<file path="src/rtl/dvi_tmds_pkg.sv">
// Shared TMDS constants and helpers for the DVI encoder slice.
// Optional build macro: TMDS_CTL_INPUTS_EN (see dvi_tmds_encoder).
package dvi_tmds_pkg;

  localparam int unsigned SYMBOL_W = 10;

  localparam logic [SYMBOL_W-1:0] CTL_SYM_00 = 10'b1101010100;
  localparam logic [SYMBOL_W-1:0] CTL_SYM_01 = 10'b0010101011;
  localparam logic [SYMBOL_W-1:0] CTL_SYM_10 = 10'b0101010100;
  localparam logic [SYMBOL_W-1:0] CTL_SYM_11 = 10'b1010101011;
  localparam logic [SYMBOL_W-1:0] CLOCK_WORD = 10'b0000011111;

  // Which DC-balance rule the final stage applies to a data symbol.
  typedef enum logic [1:0] {
    BAL_NEUTRAL,
    BAL_INVERT,
    BAL_KEEP
  } balance_t;

  function automatic logic [3:0] popcount8(input logic [7:0] v);
    logic [3:0] n;
    n = '0;
    for (int unsigned i = 0; i < 8; i++) begin
      n = n + {3'b000, v[i]};
    end
    return n;
  endfunction

  function automatic logic [SYMBOL_W-1:0] ctl_symbol(input logic c1, input logic c0);
    logic [SYMBOL_W-1:0] s;
    unique case ({c1, c0})
      2'b00:   s = CTL_SYM_00;
      2'b01:   s = CTL_SYM_01;
      2'b10:   s = CTL_SYM_10;
      default: s = CTL_SYM_11;
    endcase
    return s;
  endfunction

endpackage

</file>
<file path="src/rtl/dvi_tmds_encoder_channel.sv">
// Single TMDS channel: 3-stage pipeline (count, transition-minimise, DC balance)
// with its own running disparity counter.
module tmds_channel_encoder
  import dvi_tmds_pkg::*;
(
  input  logic                clk_pixel,
  input  logic                rst_n,
  input  logic [7:0]          data,
  input  logic                c0,
  input  logic                c1,
  input  logic                de,
  output logic [SYMBOL_W-1:0] symbol
);

  // Stage 1: capture inputs and the ones count of the data byte.
  logic [7:0] s1_data;
  logic [3:0] s1_n1;
  logic       s1_de;
  logic [1:0] s1_c;

  always_ff @(posedge clk_pixel) begin
    if (!rst_n) begin
      s1_data <= '0;
      s1_n1   <= '0;
      s1_de   <= 1'b0;
      s1_c    <= '0;
    end else begin
      s1_data <= data;
      s1_n1   <= popcount8(data);
      s1_de   <= de;
      s1_c    <= {c1, c0};
    end
  end

  // Stage 2: XOR/XNOR chaining to minimise transitions.
  logic [8:0] qm;

  always_comb begin
    logic       use_xnor;
    logic [7:0] chain;
    use_xnor = (s1_n1 > 4'd4) || ((s1_n1 == 4'd4) && !s1_data[0]);
    chain    = '0;
    chain[0] = s1_data[0];
    for (int unsigned i = 1; i < 8; i++) begin
      chain[i] = use_xnor ? ~(chain[i-1] ^ s1_data[i]) : (chain[i-1] ^ s1_data[i]);
    end
    qm = {~use_xnor, chain};
  end

  logic [8:0] s2_qm;
  logic [3:0] s2_n1;
  logic       s2_de;
  logic [1:0] s2_c;

  always_ff @(posedge clk_pixel) begin
    if (!rst_n) begin
      s2_qm <= '0;
      s2_n1 <= '0;
      s2_de <= 1'b0;
      s2_c  <= '0;
    end else begin
      s2_qm <= qm;
      s2_n1 <= popcount8(qm[7:0]);
      s2_de <= s1_de;
      s2_c  <= s1_c;
    end
  end

  // Stage 3: DC balance against the running disparity.
  logic signed [4:0]   cnt;
  logic signed [4:0]   cnt_next;
  logic signed [4:0]   n1_s;
  logic signed [4:0]   n0_s;
  logic signed [4:0]   diff;
  logic signed [4:0]   two_q8;
  logic signed [4:0]   two_nq8;
  logic [SYMBOL_W-1:0] sym_next;
  balance_t            bal;

  always_comb begin
    n1_s     = signed'({1'b0, s2_n1});
    n0_s     = 5'sd8 - n1_s;
    diff     = n1_s - n0_s;
    two_q8   = s2_qm[8] ? 5'sd2 : 5'sd0;
    two_nq8  = s2_qm[8] ? 5'sd0 : 5'sd2;
    bal      = BAL_KEEP;
    sym_next = ctl_symbol(s2_c[1], s2_c[0]);
    cnt_next = '0;
    if (s2_de) begin
      if ((cnt == 5'sd0) || (diff == 5'sd0)) begin
        bal = BAL_NEUTRAL;
      end else if (((cnt > 5'sd0) && (diff > 5'sd0)) || ((cnt < 5'sd0) && (diff < 5'sd0))) begin
        bal = BAL_INVERT;
      end else begin
        bal = BAL_KEEP;
      end
      unique case (bal)
        BAL_NEUTRAL: begin
          sym_next = {~s2_qm[8], s2_qm[8], s2_qm[8] ? s2_qm[7:0] : ~s2_qm[7:0]};
          cnt_next = s2_qm[8] ? (cnt + diff) : (cnt - diff);
        end
        BAL_INVERT: begin
          sym_next = {1'b1, s2_qm[8], ~s2_qm[7:0]};
          cnt_next = cnt + two_q8 - diff;
        end
        default: begin
          sym_next = {1'b0, s2_qm[8], s2_qm[7:0]};
          cnt_next = cnt - two_nq8 + diff;
        end
      endcase
    end
  end

  always_ff @(posedge clk_pixel) begin
    if (!rst_n) begin
      symbol <= CTL_SYM_00;
      cnt    <= '0;
    end else begin
      symbol <= sym_next;
      cnt    <= cnt_next;
    end
  end

endmodule

</file>
<file path="src/rtl/dvi_tmds_encoder.sv">
// DVI TMDS encoder top: blank alignment delay plus three channel encoders.
// Define TMDS_CTL_INPUTS_EN to add in_ctl[3:0] driving green/red control codes.
module dvi_tmds_encoder
  import dvi_tmds_pkg::*;
#(
  parameter int unsigned C_blank_delay = 1
) (
  input  logic                clk_pixel,
  input  logic                rst_n,
  input  logic [7:0]          in_red,
  input  logic [7:0]          in_green,
  input  logic [7:0]          in_blue,
  input  logic                in_hsync,
  input  logic                in_vsync,
  input  logic                in_blank,
`ifdef TMDS_CTL_INPUTS_EN
  input  logic [3:0]          in_ctl,
`endif
  output logic [SYMBOL_W-1:0] tmds_red,
  output logic [SYMBOL_W-1:0] tmds_green,
  output logic [SYMBOL_W-1:0] tmds_blue,
  output logic [SYMBOL_W-1:0] tmds_clock
);

  logic de;

  // Upstream blank leads the pixel data; delay it so de lines up with the data.
  if (C_blank_delay == 0) begin : g_no_delay
    assign de = ~in_blank;
  end else begin : g_delay
    logic [C_blank_delay-1:0] blank_sr;

    always_ff @(posedge clk_pixel) begin
      if (!rst_n) begin
        blank_sr <= '1;
      end else begin
        blank_sr[0] <= in_blank;
        for (int unsigned i = 1; i < C_blank_delay; i++) begin
          blank_sr[i] <= blank_sr[i-1];
        end
      end
    end

    assign de = ~blank_sr[C_blank_delay-1];
  end

  logic [1:0] ctl_green;
  logic [1:0] ctl_red;

`ifdef TMDS_CTL_INPUTS_EN
  assign ctl_green = in_ctl[1:0];
  assign ctl_red   = in_ctl[3:2];
`else
  assign ctl_green = '0;
  assign ctl_red   = '0;
`endif

  tmds_channel_encoder u_blue (
    .clk_pixel (clk_pixel),
    .rst_n     (rst_n),
    .data      (in_blue),
    .c0        (in_hsync),
    .c1        (in_vsync),
    .de        (de),
    .symbol    (tmds_blue)
  );

  tmds_channel_encoder u_green (
    .clk_pixel (clk_pixel),
    .rst_n     (rst_n),
    .data      (in_green),
    .c0        (ctl_green[0]),
    .c1        (ctl_green[1]),
    .de        (de),
    .symbol    (tmds_green)
  );

  tmds_channel_encoder u_red (
    .clk_pixel (clk_pixel),
    .rst_n     (rst_n),
    .data      (in_red),
    .c0        (ctl_red[0]),
    .c1        (ctl_red[1]),
    .de        (de),
    .symbol    (tmds_red)
  );

  assign tmds_clock = CLOCK_WORD;

endmodule

</file>
<file path="config.mk">
export PLATFORM = sky130hd
export DESIGN_NAME = dvi_tmds_encoder
export DESIGN_NICKNAME = d
export VERILOG_FILES = /design/src/rtl/dvi_tmds_pkg.sv /design/src/rtl/dvi_tmds_encoder_channel.sv /design/src/rtl/dvi_tmds_encoder.sv
export SDC_FILE = /design/constraint.sdc
export NUM_CORES = 1
export LEC_CHECK = 0
export ABC_CLOCK_PERIOD_IN_PS = 4500
export BUFFER_PORTS_ARGS = -buffer_cell sky130_fd_sc_hd__clkbuf_2
export CELL_PAD_IN_SITES_DETAIL_PLACEMENT = 0
export CELL_PAD_IN_SITES_GLOBAL_PLACEMENT = 2
export CORE_MARGIN = 2
export CORE_UTILIZATION = 38
export DETAILED_ROUTE_END_ITERATION = 6
export PLACE_DENSITY = 0.91
export SLEW_MARGIN = 20
export SYNTH_ARGS = -nofsm -noshare
export SYNTH_HDL_FRONTEND = slang
export SYNTH_SLANG_ARGS = --single-unit
</file>
<file path="constraint.sdc">
create_clock -name clk_pixel -period 4.5 [get_ports clk_pixel]
set_input_delay 0.45 -clock clk_pixel [delete_from_list [all_inputs] [get_ports clk_pixel]]
set_output_delay 0.45 -clock clk_pixel [all_outputs]
set_load 0.02 [all_outputs]
</file>
==> flow_summary.toml <==
[worst_setup_path]
crit_top_cell = "fa_1"
path_delay_family = "adder cells"
cp.required_ps = 4770
rrSetupSlack_ps = 910
worstRegToRegCells = 10
worstPathArrival_ps = 3850
reg2reg_from = "u_green.s1_data[0]"
critPathLaunch = "u_green.s1_data[0]"
regToRegEndpoint = "u_green.s2_n1[2]"
worstSetupEndpointType = "register"
crit_path_start_kind = "register"
crit_chain = "nor2b_1 > a2bb2oi_2 > xnor3_2 > xor2_1 > fa_1 > fa_1 > fa_1 > fa_1 > xor2_1 > nor2_1"
crit_buf_inv = 0
crit_slowest_cell = "xnor3_2"
cp_max_fo = 5
crit_type = "register to register"
max_stage_delay_ps = 480

[routing]
drc = 0
totalWireLength_mm = 11.92
wl_per_cell_um = 11.80
ant_nets = 0
vias = 4347
firstDrtPassIters = 4
via_per_inst = 4.304
first_iter_violations = 141

[synthesis]
synth.most_common_cell = "dfxtp_1"
synthArstFlopShare_pct = 0
syn_area_um2 = 7068
yosys-top-cells-area = "dfxtp_1 (36%), ha_1 (12%), fa_1 (11%), xnor2_1 (8.7%), inv_1 (4.9%)"
yosys-top-cells-count = "dfxtp_1 (127), inv_1 (92), nor2_1 (83)"
postSynthAreaPerCell_um2 = 10.01
synth_top_flop_cell = "dfxtp_1"
yosys.area.top_type = "dfxtp_1"
synth_edf_count = 0
synth_cells = 706
ys_types = 48
synth_top_area_share_pct = 35.97
ys_ff_latch = 127
synth.yosys.seq_area_share_pct = 35.97
ys_warn_count = 0

[hold_path]
whs_path_depth = 2
hp-class = "input port to register"
holdPathEnd = "u_blue.s1_c[0]"
hp-start = "in_hsync"

[clock_tree]
clkLatencyLatePin_ps = 410
cts_resized = 0
hold_buffers = 0
h-tree-depth = 4
cts-root-buf = "clkbuf_16"
path_clk_slew_ps = 60
clk_path_buf_depth = 2
cts_made_buffers = 17
post_cts_buffers = 0
cts_tree = "done"
numClockSinks = 127

[layout]
syn2layout_area_growth_pct = 15.22
layout-drive-gt1-share_pct = 14.47
antennaDiodeCount = 0
nets = 906
n_fill_cell = 1699

[die]
die_h_um = 140.4
floorplan.initialDensity_pct = 39.08
row_count = 49
io_pins = 69
core_area_um2 = 18090
die_area_um2 = 19710
fp.dieW_um = 140.4

[placement]
dp_slack_ps = 894.0
io_buffers = 58
place_congestion = 0.7664
hpwl_mm = 9.328

[timing]
worst_slack_ps = 913.0
slew_violations = 0
setup_viol = 0
rsz0062_at_grt = "false"
slew-limit-headroom_pct = 32.74
timing.fmax_mhz = 278.8
finalCriticalPeriod_ps = 3587
final-hold-violation-count = 0
skew_ps = 4.939
post-route-period-util_pct = 79.71
final.setup.tns_ps = 0
worstMarginPinSlew_ps = 1009

[pwr]
leakagePower_nw = 3.818
irDropWorstVdd_mv = 0.2803
cellPowerDensity_nw_per_um2 = 561.7

[run]
cap_violations = 0

[grt]
grt_pass1_vias = 4390
grt_usage_pct = 13.28
antenna_found_initial = 0
grt_overflow = 0
grt_start_max_net_pins = 31
grt_pass1_wl_mm = 20.64

[outcome]
status = "complete, no violations"
## worst reg2reg max path: cells and delay by family (launching register included)
family	cells	cell delay, ps
compound gates	1	110
xor+xnor	3	910
fa+ha+maj	4	1730
flops	1	420
simple gates	2	280
## metal layers
metal	GRT usage, %	wire length (µm)	up-vias
li1	-	-	2315
met1	16.87	5709	1953
met2	21.78	5582	62
met3	3.385	409	17
met4	5.104	217	0
met5	0	0	-
## cell type report
class,instances,area [µm²],share of cell area [%]
clock buffers,18,429.2,5.270
clock inverters,14,157.7,1.936
inverters,92,345.3,4.240
multi-input cells,470,4078,50.07
flip-flops and latches,127,2542,31.22
well taps,229,286.5,3.518
repair buffers,60,305.3,3.749
## flip-flops by register name, summed over array words and instances (netlist names), 4 cells and up, named ones only
| register | flops |
|---|---|
| u_green.s2_n1 | 4 |
| u_green.s1_n1 | 4 |
| u_blue.symbol | 10 |
| u_blue.s1_n1 | 4 |
| u_green.s2_qm | 9 |
| u_red.cnt | 4 |
| u_red.s1_data | 8 |
| u_red.s2_n1 | 4 |
| u_blue.s1_data | 8 |
| u_green.s1_data | 8 |
| u_red.symbol | 10 |
| u_blue.s2_n1 | 4 |
| u_green.symbol | 10 |
| u_blue.cnt | 4 |
| u_red.s2_qm | 9 |
| u_green.cnt | 4 |
| u_red.s1_n1 | 4 |
| u_blue.s2_qm | 9 |
## logic make-up after synthesis
logic type	count (synthesis)	share of synthesized area, %
AND/OR/NAND/NOR	168	11.54
flip-flops	127	35.97
buffers and inverters	117	6.762
adder cells (fa/ha/maj)	109	23.44
XOR/XNOR	102	13.91
AO/OA/AOI/OAI	75	7.010
multiplexers	6	1.257
other	2	0.1063
## cells in the final DEF, fill, tap and decap left out, types with 9 or more instances in the layout
master	Yosys	final
a21o_1	10	10
and2_1	39	39
nand2_1	19	19
xnor2_1	70	70
conb_1	2	10
fa_1	39	39
xor2_1	24	24
inv_1	92	92
a21oi_1	35	35
dfxtp_1	127	127
ha_1	70	70
a211oi_1	9	9
nor2_1	83	83
clkbuf_16	0	17
clkbuf_2	0	58
## per-stage QoR
step / cell area (µm²) / hold WS (ps) / total power (W) / util, % / std cells
floorplan: 7098 / 362.7 / 0.002951 / - / 714
global placement: 7557 / 364.0 / 0.003258 / 41.78 / 978
detailed placement: 7557 / 365.8 / 0.003280 / 41.78 / 978
CTS: 8144 / 221.4 / 0.004644 / 45.03 / 1010
global route: 8144 / 237.2 / 0.005013 / 45.03 / 1010
finish: 8144 / 237.9 / 0.004574 / 45.03 / 1010
## power by group
part	switching [W]	internal, W
Combinational	0.000985	0.000885
Clock	0.000523	0.000824
Sequential	0.0000952	0.00126
## how the worst max path moves through the flow
stage	to	slack [ps]	cells after the start
after floorplan	u_green.s2_n1[2]	1110	10
after global placement	u_green.s2_n1[2]	970	10
after detailed placement	u_green.s2_n1[2]	890	10
after CTS	u_green.s2_n1[2]	880	10
after global routing	u_green.s2_n1[2]	690	10
final	u_green.s2_n1[2]	910	10
Power figures use the tool's default switching activity.
